===== src/rtl/ai_pkg.sv =====
// Shared definitions for the paddle-AI scheduler.
//   ACT_*      : action code constants (legal lookup codes are 1..4)
//   SIDE_*     : paddle-pair indices used for sel / act_valid / action regs
//   AI_LAT_DEF : default lookup latency in cycles
//   state_t    : scheduler FSM encoding
//   act_legal  : maps an out-of-range lookup code onto HOLD
package ai_pkg;

  localparam logic [2:0] ACT_HOLD = 3'd1;
  localparam logic [2:0] ACT_MIN  = 3'd1;
  localparam logic [2:0] ACT_MAX  = 3'd4;

  localparam logic SIDE_L = 1'b0;
  localparam logic SIDE_R = 1'b1;

  localparam int unsigned AI_LAT_DEF = 3;

  typedef enum logic {
    IDLE,
    SERVE
  } state_t;

  function automatic logic [2:0] act_legal(input logic [2:0] a);
    return (a >= ACT_MIN && a <= ACT_MAX) ? a : ACT_HOLD;
  endfunction

endpackage


===== src/rtl/sat_cnt.sv =====
// Saturating up-counter.
//   clk : clock
//   rst : asynchronous active-high reset, clears q
//   inc : count enable; ignored once q is all-ones
//   q   : current count
module sat_cnt #(
  parameter int unsigned W = 8
) (
  input  logic         clk,
  input  logic         rst,
  input  logic         inc,
  output logic [W-1:0] q
);

  always_ff @(posedge clk or posedge rst) begin
    if (rst) begin
      q <= '0;
    end else if (inc && q != '1) begin
      q <= q + W'(1);
    end
  end

endmodule


===== src/rtl/ai_sched.sv =====
// Time-shares one AI lookup between the left and right paddle pairs.
// A tick with a non-zero req starts a round: a ball snapshot is taken, then
// each requested side is served for AI_LAT+1 cycles with sel pointing at it,
// and the lookup result is sampled on the last cycle of that service.
//   clk         : clock
//   rst         : asynchronous active-high reset
//   tick        : one-cycle frame pulse starting a round
//   req[1:0]    : per-side AI enable (bit0 left, bit1 right)
//   action_in   : lookup result, legal codes 1..4
//   snap_en     : one-cycle snapshot latch pulse at round start
//   sel         : side currently fed into the lookup
//   action0/1   : held action per side
//   act_valid   : per-side pulse, coincident with the new action value
//   busy        : round in progress
//   overrun_cnt : saturating count of ticks dropped while busy
module ai_sched
  import ai_pkg::*;
#(
  parameter int unsigned AI_LAT = AI_LAT_DEF,
  parameter int unsigned OVR_W  = 8
) (
  input  logic             clk,
  input  logic             rst,
  input  logic             tick,
  input  logic [1:0]       req,
  input  logic [2:0]       action_in,
  output logic             snap_en,
  output logic             sel,
  output logic [2:0]       action0,
  output logic [2:0]       action1,
  output logic [1:0]       act_valid,
  output logic             busy,
  output logic [OVR_W-1:0] overrun_cnt
);

  localparam logic [3:0] LAT_C = 4'(AI_LAT);

  state_t     state, state_n;
  logic [1:0] pend, pend_n;
  logic       ptr, ptr_n;
  logic       side, side_n;
  logic [3:0] cnt, cnt_n;
  logic [2:0] act0_n, act1_n;
  logic [1:0] av_n;
  logic       snap_n;
  logic       ovr_inc;

  always_ff @(posedge clk or posedge rst) begin
    if (rst) begin
      state     <= IDLE;
      pend      <= '0;
      ptr       <= SIDE_L;
      side      <= SIDE_L;
      cnt       <= '0;
      action0   <= ACT_HOLD;
      action1   <= ACT_HOLD;
      act_valid <= '0;
      snap_en   <= 1'b0;
    end else begin
      state     <= state_n;
      pend      <= pend_n;
      ptr       <= ptr_n;
      side      <= side_n;
      cnt       <= cnt_n;
      action0   <= act0_n;
      action1   <= act1_n;
      act_valid <= av_n;
      snap_en   <= snap_n;
    end
  end

  always_comb begin
    state_n = state;
    pend_n  = pend;
    ptr_n   = ptr;
    side_n  = side;
    cnt_n   = cnt;
    act0_n  = action0;
    act1_n  = action1;
    av_n    = '0;
    snap_n  = 1'b0;
    unique case (state)
      IDLE: begin
        if (tick && req != 2'b00) begin
          state_n = SERVE;
          pend_n  = req;
          // ptr side has priority only if it actually asked this round
          side_n  = req[ptr] ? ptr : ~ptr;
          cnt_n   = '0;
          snap_n  = 1'b1;
        end
      end
      SERVE: begin
        if (cnt == LAT_C) begin
          if (side == SIDE_L) begin
            act0_n  = act_legal(action_in);
            av_n[0] = 1'b1;
          end else begin
            act1_n  = act_legal(action_in);
            av_n[1] = 1'b1;
          end
          pend_n[side] = 1'b0;
          if (pend[~side]) begin
            side_n = ~side;
            cnt_n  = '0;
          end else begin
            state_n = IDLE;
            ptr_n   = ~ptr;
          end
        end else begin
          cnt_n = cnt + 4'd1;
        end
      end
      default: ;
    endcase
  end

  assign sel     = side;
  assign busy    = (state == SERVE);
  assign ovr_inc = tick && (state == SERVE);

  sat_cnt #(.W(OVR_W)) u_ovr (
    .clk (clk),
    .rst (rst),
    .inc (ovr_inc),
    .q   (overrun_cnt)
  );

endmodule


===== config.mk =====
export PLATFORM = sky130hd
export DESIGN_NAME = ai_sched
export DESIGN_NICKNAME = d
export VERILOG_FILES = /design/src/rtl/ai_pkg.sv /design/src/rtl/sat_cnt.sv /design/src/rtl/ai_sched.sv
export SDC_FILE = /design/constraint.sdc
export NUM_CORES = 1
export LEC_CHECK = 0
export ABC_AREA = 0
export CAP_MARGIN = 25
export CELL_PAD_IN_SITES_DETAIL_PLACEMENT = 1
export CELL_PAD_IN_SITES_GLOBAL_PLACEMENT = 1
export CORE_MARGIN = 2
export CORE_UTILIZATION = 35
export CTS_BUF_LIST = sky130_fd_sc_hd__clkbuf_16
export DETAILED_ROUTE_END_ITERATION = 8
export HOLD_SLACK_MARGIN = 0.06
export PLACE_DENSITY_LB_ADDON = 0.1
export SYNTH_ARGS = -nofsm -noshare
export SYNTH_HDL_FRONTEND = slang
export SYNTH_HIERARCHICAL = 1
export SYNTH_SLANG_ARGS = --single-unit

===== constraint.sdc =====
create_clock -name clk -period 1.95 [get_ports clk]
set_input_delay 0.2925 -clock clk [delete_from_list [all_inputs] [get_ports clk]]
set_output_delay 0.2925 -clock clk [all_outputs]
set_load 0.005 [all_outputs]

After elaboration in Yosys (flattened, before gate mapping)

Cells that the tools add are included.

Register bits: 26
Latch bits: 0
Bits in writable memories: 0
ROM bits: 0
Bits of input ports: 8
Output and inout port bits: 19
Logic and storage cells: 70
Memories kept: 0

Add/sub/neg operators: 2
Multipliers: 0
Divide/modulo/power cells: 0
Order comparisons: 6
Eq/ne operators: 6
Shift-type cells: 0
Muxes and demuxes: 28
Bitwise gates (word level): 6
Reduce and logical (&&, ||, !) cells: 12

Operator list:

| cell                                                                                | count |
|---|---|
| 1-bit 2-to-1 mux                                                                    | 15 |
| 4-bit 2-to-1 mux                                                                    | 3 |
| 3-bit AND reduction                                                                 | 4 |
| 8-bit by 1-bit adder with 8-bit output, second input constant                       | 1 |
| 2-bit 2-to-1 mux                                                                    | 4 |
| 8-bit inequality test, second input constant                                        | 1 |
| 4-bit case mux with 2 select lines                                                  | 1 |
| 1-bit by 2-bit less-than comparator with 1-bit output, second input constant        | 3 |
| 1-bit logical AND                                                                   | 5 |
| 4-bit by 1-bit adder with 4-bit output, second input constant                       | 1 |
| 4-bit by 2-bit == test with 1-bit output, second input constant                     | 1 |
| 2-bit by 1-bit inequality test with 1-bit output, second input constant             | 2 |
| 1-bit inverter                                                                      | 4 |
| 1-bit case mux with 2 select lines                                                  | 2 |
| 2-bit case mux with 2 select lines                                                  | 1 |
| 2-bit AND reduction                                                                 | 2 |
| 3-bit by 1-bit greater-or-equal comparator with 1-bit output, second input constant | 1 |
| 3-bit <= comparator, second input constant                                          | 1 |
| 3-bit 2-to-1 mux                                                                    | 1 |
| 3-bit by 2-bit inequality test with 1-bit output, second input constant             | 1 |
| 2-bit bitwise AND                                                                   | 1 |
| 2-bit inequality test, second input constant                                        | 1 |
| 2-bit inverter                                                                      | 1 |
| 2-bit nonzero test                                                                  | 1 |
| 2 further kinds                                                                     | 2 |

Logic depth before layout (Yosys ltp)

Word-level depth: 8
Gate-level depth with buffers: 5
Gate-level depth less buffers: 4

Cells and area by module

Netlist, hierarchy kept.

Modules (own cells, without submodules):

| module   | instances | cells an instance | area each (µm²) | sequential area each (µm²) |
|---|---|---|---|---|
| ai_sched | 1         | 72                | 895.9           | 452.9 |
| sat_cnt  | 1         | 38                | 419.2           | 200.2 |

Worst setup path before layout

Ideal clock, no wire load.

Path kind: register to register
From: register state, in the netlist busy
To: register u_ovr.q[7]
Setup time: 0.128 ns
Data arrival time: 1.601 ns
Required time: 1.822 ns
Path slack: 0.221 ns
Stages on the path, launching flop included: 6
Path buffers: 1
Period minus slack after synthesis: 1.729 ns
Path through: dfrtp_1 > clkbuf_1 > and2_1 > nand3_1 > nor3_1 > mux2_1

Cells in the longest elaborated chain, start to end: 2

Ends and longest elaborated chain:

| what                   | line            | RTL |
|---|---|---|
| from (decl)            | ai_sched.sv:38  | `state_t state, state_n;` |
| from (signal assigned) | ai_sched.sv:60  | `state <= state_n;` |
| 1-bit logical AND      | ai_sched.sv:120 | `assign ovr_inc = tick && (state == SERVE);` |
| net ovr_inc            | ai_sched.sv:46  | `logic ovr_inc;` |
| 1-bit logical AND      | sat_cnt.sv:18   | `end else if (inc && q != '1) begin` |
| to (signal assigned)   | sat_cnt.sv:19   | `q <= q + W'(1);` |
| to (decl)              | sat_cnt.sv:12   | `output logic [W-1:0] q` |

The timed path passes the listed nets, and every way through them passes these cells.
A chain may end at the register's enable or synchronous reset.

Worst setup path after layout

From: register state, in the netlist busy
To: output busy

RTL lines:

| what      | line           | RTL |
|---|---|---|
| to (decl) | ai_sched.sv:32 | `output logic busy,` |

No word-level cell between the ends.

==> flow_metrics.py <==
metrics = {
    "critical_path": {
        "crit_slowest_cell": "clkdlybuf4s50_1",
        "cp_num_buf_inv": 1,
        "worstPathCellList": "clkdlybuf4s50_1",
        "crit_required_ns": 1.66,
        "startpoint_type": "flop",
        "crit_arrival_ns": 1.35,
        "cpPeakStageDelay_ns": 0.57,
        "crit_type": "flop to output port",
        "critPathTopFamily": "buffers and inverters",
        "timing.rr.start": "u_ovr/q[0]",
        "critPathMaxFanout": 10,
        "timing.rr.end": "u_ovr/q[1]",
        "r2r_cells": 4,
        "worst_setup_path_end_kind": "output port",
        "rrSetupSlack_ns": 0.37,
    },
    "yosys": {
        "yosys_most_used_dff": "dfrtp_1",
        "synth.net_count": 120,
        "ys_warn_count": 6,
        "yosys.area_share.simple": 0.158,
        "synth_compound_gate_area_share": 0.127,
        "netlist_area_um2": 1320,
        "ys_ff_latch": 26,
        "synthAdderAreaFrac": 0.0190,
        "synth.distinct_cells": 41,
        "syn_avg_cell_area_um2": 12.0,
        "synth-async-reset-ratio": 1.00,
        "synth_mux_area_frac": 0.148,
        "synth_top_family_by_area": "simple AND/OR/NAND/NOR gates",
        "synth-seq-area-share": 0.497,
        "synthCells": 110,
        "synth_edf_count": 0,
        "synth_xor_xnor_area_share": 0.0133,
    },
    "floorplan": {
        "placementRows": 22,
        "core-area_um2": 3630,
        "dieWidth_um": 65.3,
        "initial_utilization": 0.362,
        "dieArea_um2": 4260,
        "die_h_um": 65.3,
        "num_io_pins": 27,
    },
    "routing": {
        "wl_met1_mm": 1.29,
        "dr_wl_met3_um": 74,
        "vias": 935,
        "wl_mm": 2.79,
        "highest_layer": "met4",
        "ant_nets": 0,
        "drtIter0Drc": 28,
        "route.met2.wl_mm": 1.39,
        "drtPass1Iterations": 2,
        "vias_per_cell": 4.95,
        "wl_per_cell_um": 14.8,
        "drc": 0,
    },
    "final_layout": {
        "final_common_cell": "clkdlybuf4s50_1",
        "final_layout_size_suffix_gt1_frac": 0.156,
        "diodes": 0,
        "most-common-layout-cells": "clkdlybuf4s50_1, dfrtp_1",
        "ff_latch_area_um2": 653,
        "area_delta_synth_final_pct": 30.6,
        "multiInputGateArea_um2": 613,
        "nNetsFinal": 152,
        "nFillCells": 406,
        "fin_area_um2": 1720,
    },
    "clock_tree": {
        "clockBufferDepth": 2,
        "root_buffer": "clkbuf_16",
        "tritoncts": "built",
        "clock-sinks": 26,
        "postCtsSetupBuffers": 0,
        "insertion_delay_ns": 0.26,
        "cts.clk_slew.worst_paths_ns": 0.06,
        "cts_resized": 0,
        "cts_buffers": 3,
        "hold_buffers": 0,
        "h-tree-depth": 1,
    },
    "sta": {
        "clock_skew_ns": 0.00334,
        "setup_viol": 0,
        "slew_viol_final": 0,
        "maxSlewHeadroom": 0.763,
        "tightest_slew_ns": 0.353,
        "hold_viol_final": 0,
        "fmax_mhz": 609,
        "setup_tns_ns": 0,
        "rsz0062_at_grt": "false",
        "min_period_ns": 1.64,
        "min_period_over_period": 0.842,
    },
    "grt": {
        "grt_max_degree": 18,
        "grt_pass1_wl_mm": 4.91,
        "grt_pass1_vias": 994,
        "grt_overflow_total": 0,
        "antenna_found_initial": 0,
        "grt_use_total": 0.152,
    },
    "pwr": {
        "powerDensity_nw_per_um2": 1430,
        "totalPowerFinal_mw": 2.45,
        "irDropWorstVdd_v": 0.000558,
        "static-leakage-power_nw": 0.733,
    },
    "worst_hold_path": {
        "hold_class": "primary input to asynchronous set/reset pin",
    },
    "flow_run": {
        "drv_cap": 0,
    },
    "placed_design": {
        "postPlaceCellArea_um2": 1640,
        "dpl.hpwl_mm": 2.22,
        "port_buffers": 26,
        "gp_congestion": 0.832,
    },
    "outcome": {
        "outcome": "finished clean",
    },
}
-- synthesized netlist by cell type, types with 2 or more instances --
cell type,count,area (um^2)
o21ai_1,3,15.0
dfstp_2,2,52.6
inv_1,6,22.5
mux2_1,3,33.8
and2_1,2,12.5
nand4_1,4,25.0
and2_4,2,17.5
mux2i_1,6,60.1
nor2_1,3,11.3
o21bai_1,3,22.5
ha_1,2,25.0
nand3_1,5,25.0
a21oi_1,3,15.0
a22oi_1,2,15.0
buf_6,2,22.5
nor3_1,2,10.0
nand2_1,6,22.5
xnor2_1,2,17.5
and2b_1,2,15.0
mux2_4,6,90.1
dfrtp_1,24,601
-- worst max-delay path by stage --
stage               startpoint         end  slack, ns  cells past startpoint
floorplan                 busy  u_ovr/q[7]       0.22                      5
global placement          tick  u_ovr/q[7]       0.26                      5
detailed placement        tick  u_ovr/q[7]       0.24                      5
CTS                       busy        busy       0.29                      1
global route              busy        busy       0.24                      1
finish                    busy        busy       0.31                      1
-- power breakdown --
group / total (mW) / switching (mW) / internal [mW] / leakage [nW]
logic: 1.00 / 0.372 / 0.628 / 0.368
clock network: 0.447 / 0.173 / 0.274 / 0.0385
registers: 1.00 / 0.244 / 0.757 / 0.327
-- cell type report --
type,count,area share
inverters,6,0.0131
multi-input cells,75,0.357
clock buffers,3,0.0437
repair buffers,30,0.169
flip-flops and latches,26,0.380
clock inverters,1,0.00218
well taps,48,0.0350
-- layer usage --
layer	vias to the layer above	global-route usage
li1	462	-
met1	453	0.197
met2	16	0.256
met3	4	0.0205
met4	0	0.0625
met5	-	0
-- cell families (layout without fill, tap and decap cells) --
group,after synthesis,in the layout
simple gates,32,32
flops,26,26
compound gates,23,23
mux,16,16
buf+inv,9,40
fa+ha+maj,2,2
xor+xnor,2,2
-- per-stage QoR --
stage,hold WS [ns],utilization,setup slack [ns],instances
4_1_cts,0.212,0.473,0.292,189
2_1_floorplan,0.108,-,0.221,110
6_report,0.209,0.473,0.308,189
3_3_place_gp,0.467,0.451,0.259,185
3_5_place_dp,0.468,0.451,0.241,185
5_1_grt,0.228,0.473,0.237,189
-- sequential cells by signal, summed over array words and instances (netlist names) --
register   count
act_valid      2
action0        3
sel            1
action1        3
snap_en        1
u_ovr/q        8
busy           1
cnt            4
pend           2
ptr            1
Note: power is estimated with default switching activity, not from simulation.
